<file path="config.mk">
export PLATFORM = sky130hd
export DESIGN_NAME = serial_to_parallel
export DESIGN_NICKNAME = d
export VERILOG_FILES = /design/src/rtl/s2p_pkg.sv /design/src/rtl/shift_register.sv /design/src/rtl/serial_to_parallel.sv
export SDC_FILE = /design/constraint.sdc
export NUM_CORES = 1
export LEC_CHECK = 0
export BUFFER_PORTS_ARGS = -buffer_cell sky130_fd_sc_hd__buf_2
export CELL_PAD_IN_SITES_DETAIL_PLACEMENT = 1
export CELL_PAD_IN_SITES_GLOBAL_PLACEMENT = 1
export CORE_MARGIN = 2
export CORE_UTILIZATION = 39
export CTS_CLUSTER_SIZE = 10
export DETAILED_ROUTE_END_ITERATION = 8
export PLACE_DENSITY = 0.78
export SLEW_MARGIN = 5
export SYNTH_ARGS = -nofsm -noshare
export SYNTH_HDL_FRONTEND = slang
export SYNTH_SLANG_ARGS = --single-unit
</file>
<file path="constraint.sdc">
create_clock -name clk -period 2.1 [get_ports clk]
set_clock_uncertainty 0.1 [all_clocks]
set_input_delay 0.21 -clock clk [delete_from_list [all_inputs] [get_ports clk]]
set_output_delay 0.21 -clock clk [all_outputs]
set_load 0.03 [all_outputs]
</file>
<file path="src/rtl/s2p_pkg.sv">
// Shared types for the serial-to-parallel deserializer.
package s2p_pkg;

    typedef enum logic {FILL, STALL} s2p_state_t;

endpackage

</file>
<file path="src/rtl/shift_register.sv">
// WIDTH-bit shift register with parallel load; shift direction set by SHIFT_RIGHT.
module shift_register #(
    parameter int WIDTH       = 5,
    parameter int SHIFT_RIGHT = 0
) (
    input  logic             clk,
    input  logic             rst,
    input  logic             load,
    input  logic [WIDTH-1:0] load_data,
    input  logic             shift,
    input  logic             shift_in,
    output logic [WIDTH-1:0] data_out
);

    logic [WIDTH-1:0] data_q;

    always_ff @(posedge clk) begin
        if (rst) begin
            data_q <= '0;
        end else if (load) begin
            data_q <= load_data;
        end else if (shift) begin
            if (SHIFT_RIGHT != 0) data_q <= {shift_in, data_q[WIDTH-1:1]};
            else                  data_q <= {data_q[WIDTH-2:0], shift_in};
        end
    end

    assign data_out = data_q;

endmodule

</file>
<file path="src/rtl/serial_to_parallel.sv">
// Deserializer: assembles serial bits into WIDTH-bit words on a valid/ready output,
// buffering one held output word plus one completed word in the assembly register.
module serial_to_parallel
    import s2p_pkg::*;
#(
    parameter int WIDTH       = 5,
    parameter int SHIFT_RIGHT = 0,
    localparam int CNT_W      = $clog2(WIDTH)
) (
    input  logic             clk,
    input  logic             rst,
    input  logic             clear,
    input  logic             in_bit,
    input  logic             in_valid,
    output logic             in_ready,
    output logic [WIDTH-1:0] out_data,
    output logic             out_valid,
    input  logic             out_ready,
    output logic [CNT_W-1:0] bit_count
);

    s2p_state_t       state_q;
    logic [CNT_W-1:0] bit_count_q;
    logic [WIDTH-1:0] out_data_q;
    logic             out_valid_q;
    logic [WIDTH-1:0] asm_q;
    logic [WIDTH-1:0] word_d;
    logic             acc;
    logic             drn;
    logic             last_bit;

    assign in_ready = (state_q == FILL);
    // clear outranks acc, so the assembly register must not see the bit either
    assign acc      = in_valid && in_ready && !clear;
    assign drn      = out_valid_q && out_ready;
    assign last_bit = (bit_count_q == CNT_W'(WIDTH - 1));

    // Word as it will look once the current bit has been shifted in
    assign word_d = (SHIFT_RIGHT != 0) ? {in_bit, asm_q[WIDTH-1:1]}
                                       : {asm_q[WIDTH-2:0], in_bit};

    shift_register #(
        .WIDTH      (WIDTH),
        .SHIFT_RIGHT(SHIFT_RIGHT)
    ) u_asm (
        .clk      (clk),
        .rst      (rst),
        .load     (1'b0),
        .load_data('0),
        .shift    (acc),
        .shift_in (in_bit),
        .data_out (asm_q)
    );

    always_ff @(posedge clk) begin
        if (rst) begin
            state_q     <= FILL;
            bit_count_q <= '0;
            out_data_q  <= '0;
            out_valid_q <= 1'b0;
        end else begin
            if (drn) out_valid_q <= 1'b0;
            if (clear) begin
                state_q     <= FILL;
                bit_count_q <= '0;
            end else begin
                case (state_q)
                    FILL: begin
                        if (acc) begin
                            if (!last_bit) begin
                                bit_count_q <= bit_count_q + CNT_W'(1);
                            end else if (!out_valid_q || out_ready) begin
                                out_data_q  <= word_d;
                                out_valid_q <= 1'b1;
                                bit_count_q <= '0;
                            end else begin
                                state_q <= STALL;
                            end
                        end
                    end
                    STALL: begin
                        if (drn) begin
                            out_data_q  <= asm_q;
                            out_valid_q <= 1'b1;
                            bit_count_q <= '0;
                            state_q     <= FILL;
                        end
                    end
                    default: state_q <= FILL;
                endcase
            end
        end
    end

    assign out_data  = out_data_q;
    assign out_valid = out_valid_q;
    assign bit_count = bit_count_q;

endmodule

</file>
==> results.sh <==
export IMPL_floorplan_die_area_mm2=0.00234
export IMPL_hold_viol_final=0
export IMPL_p_leak_uw=0.000370
export IMPL_critical_path_arrival_ps=1880
export IMPL_finalSetupViolCount=0
export IMPL_drt_pass1_iter_count=4
export IMPL_ctsLongestPathBuffers=2
export IMPL_period_share_pct=84.7
export IMPL_ys_seq_area_share_pct=39.1
export IMPL_cts_tree="yes"
export IMPL_place_inst=118
export IMPL_syn_nets=88
export IMPL_post_synth_top_area_fraction_pct=39.1
export IMPL_hpwlAfterDp_um=1280
export IMPL_num_antenna_cells=0
export IMPL_utilization_pct=46.1
export IMPL_report_final_slew_viol_count=0
export IMPL_rsz0062_at_grt="no"
export IMPL_p_per_area_mw_per_mm2=565
export IMPL_r2r_cells=3
export IMPL_rows=16
export IMPL_ys_seq_elements=15
export IMPL_whs_path_depth=3
export IMPL_ios=16
export IMPL_status="complete, no violations"
export IMPL_routedWlPerCell_um=13.9
export IMPL_die_x_um=48.4
export IMPL_syn_area_per_cell_um2=9.60
export IMPL_yosys_area_share_adder_pct=3.26
export IMPL_post_cts_setup_buffers=0
export IMPL_synth_largest_area_cell="dfxtp_1"
export IMPL_nFillCells=232
export IMPL_drc=0
export IMPL_max_slew_margin_pct=68.6
export IMPL_grt_first_pass_wirelength_um=2840
export IMPL_htree_levels=1
export IMPL_ys_warn_count=0
export IMPL_fp_dieH_um=48.4
export IMPL_nets=104
export IMPL_syn_area_um2=768
export IMPL_yosys_area_share_simple_pct=21.0
export IMPL_cts_hold_buf=0
export IMPL_cap_violations=0
export IMPL_peakVddDrop_v=0.000252
export IMPL_initial_utilization_pct=40.4
export IMPL_gp_congestion=0.849
export IMPL_synth_mux_area_share_pct=20.4
export IMPL_synth_compound_area_share_pct=10.9
export IMPL_grt_max_degree=19
export IMPL_port_buffers=15
export IMPL_min_path_type="in -> reg"
export IMPL_ant_nets=0
export IMPL_min_period_ps=1780
export IMPL_dr_total_vias=642
export IMPL_antenna_found_initial=0
export IMPL_viasPerCell=5.26
export IMPL_area_growth_pct=14.2
export IMPL_synth_top_family_by_area="simple AND/OR/NAND/NOR gates"
export IMPL_ys_types=26
export IMPL_numCtsBuffers=3
export IMPL_crit_type="reg -> reg"
export IMPL_fin_tns_setup_ps=0
export IMPL_cts_resized_gates=0
export IMPL_clock_sinks=15
export IMPL_insertion_delay_ps=280
export IMPL_worst_pin_slew_ps=470
export IMPL_synth_area_leaders="dfxtp_1 (39%), mux2i_1 (13%), mux2_2 (7.3%)"
export IMPL_coreArea_mm2=0.00190
export IMPL_layout_cells_non_filler=122
export IMPL_drtIter0Drc=4
export IMPL_root_buffer="clkbuf_4"
export IMPL_register_area_um2=300
export IMPL_max_freq_ghz=0.562
export IMPL_path_max_fanout=12
export IMPL_multi_input_area_um2=427
export IMPL_grt_overflow=0
export IMPL_track_usage_pct=15.6
export IMPL_drive_gt1_share_pct=24.2
export IMPL_synth_xor_area_share_pct=0
export IMPL_routed_wl_um=1700
export IMPL_synthCells=80
export IMPL_cp_required_ps=2200
export IMPL_clk_pin_slew_ps=90
export IMPL_grt_pass1_vias=653
export IMPL_crit_path_start_kind="flip-flop"
export IMPL_crit_path_end_kind="flip-flop"
[per-stage QoR]
step	total power [uW]	hold slack, ps	setup slack, ps	cell area (um^2)
floorplan	320	222	350	768
global placement	331	378	415	851
detailed placement	332	384	344	851
CTS	501	83.2	324	877
global route	521	85.0	247	877
finish	495	79.5	320	877
[critical path: stages (launching register included)]
cell and delay, ps:
dfxtp_1 460, or3b_1 610, a2111o_1 450, o31ai_1 70
[layout by cell type (no fill, tap or decap)]
| cell type | count |
|---|---|
| dfxtp_1 | 15 |
| buf_2 | 15 |
| nor2_1 | 11 |
| mux2i_1 | 10 |
| nor2b_1 | 8 |
| mux2_2 | 5 |
| inv_1 | 4 |
| nand4b_1 | 4 |
| clkbuf_4 | 3 |
| o31ai_1 | 2 |
| a221oi_1 | 2 |
| ha_1 | 2 |
| or3b_1 | 1 |
| nand2_1 | 1 |
| a211o_1 | 1 |
| or2_0 | 1 |
| nand3_1 | 1 |
| a21boi_0 | 1 |
| a2111o_1 | 1 |
| nand4_1 | 1 |
| nor3_1 | 1 |
| a31oi_1 | 1 |
| a211oi_1 | 1 |
| o21ai_0 | 1 |
| a21oi_1 | 1 |
| clkbuf_1 | 1 |
[synthesized netlist by cell type]
master,number
nand4b_1,4
or3b_1,1
a211o_1,1
mux2_2,5
o31ai_1,2
nand2_1,1
buf_4,1
nor3_1,1
ha_1,2
a21boi_0,1
nor2b_1,8
inv_1,4
nand4_1,1
a2111o_1,1
nand3_1,1
dfxtp_1,15
a31oi_1,1
a21oi_1,1
clkbuf_1,2
mux2i_1,10
or2_0,1
nor2_1,11
a221oi_1,2
o21ai_0,1
a211oi_1,1
buf_6,1
[power breakdown]
| part | internal (uW) | switching, uW | total, uW |
|---|---|---|---|
| Combinational | 13.3 | 23.1 | 36.4 |
| Sequential | 286 | 2.15 | 289 |
| Clock | 73.7 | 96.4 | 170 |
| Total | 374 | 122 | 495 |
[worst paths after layout]
kind	from	slack (ps)	end
worst max register to register	state_q$_SDFF_PP0_	320	bit_count[0]$_SDFFE_PP0P_
worst min-delay path	in_bit	80	u_asm.data_out[0]$_SDFFE_PP0P_
worst min register to register	bit_count[1]$_SDFFE_PP0P_	420	bit_count[1]$_SDFFE_PP0P_
worst max-delay path	state_q$_SDFF_PP0_	320	bit_count[0]$_SDFFE_PP0P_
[kinds of logic (layout without fill, tap and decap cells)]
group	Yosys count	after routing
AO/OA/AOI/OAI	11	11
multiplexers	15	15
flip-flops	15	15
buffers and inverters	8	23
adder cells (fa/ha/maj)	2	2
AND/OR/NAND/NOR	29	29
[layout make-up]
cell class	instances	share of cell area, %
Multi-Input combinational cell	57	48.6
Sequential cell	15	34.2
Timing Repair Buffer	15	8.56
Tap cell	27	3.85
Clock buffer	4	3.00
Inverter	4	1.71
[routing by layer]
metal / vias up / GRT usage, % / wire [um]
met5: - / 0 / 0
met4: 0 / 8.57 / 38
met1: 313 / 19.0 / 785
met3: 4 / 2.47 / 61
met2: 12 / 26.4 / 812
li1: 313 / - / -
[registers in the layout, indices dropped and copies added, names as in the netlist]
| register | cells |
|---|---|
| out_valid | 1 |
| out_data | 5 |
| u_asm.data_out | 5 |
| bit_count | 3 |
| state_q | 1 |
Power figures use the tool's default switching activity.
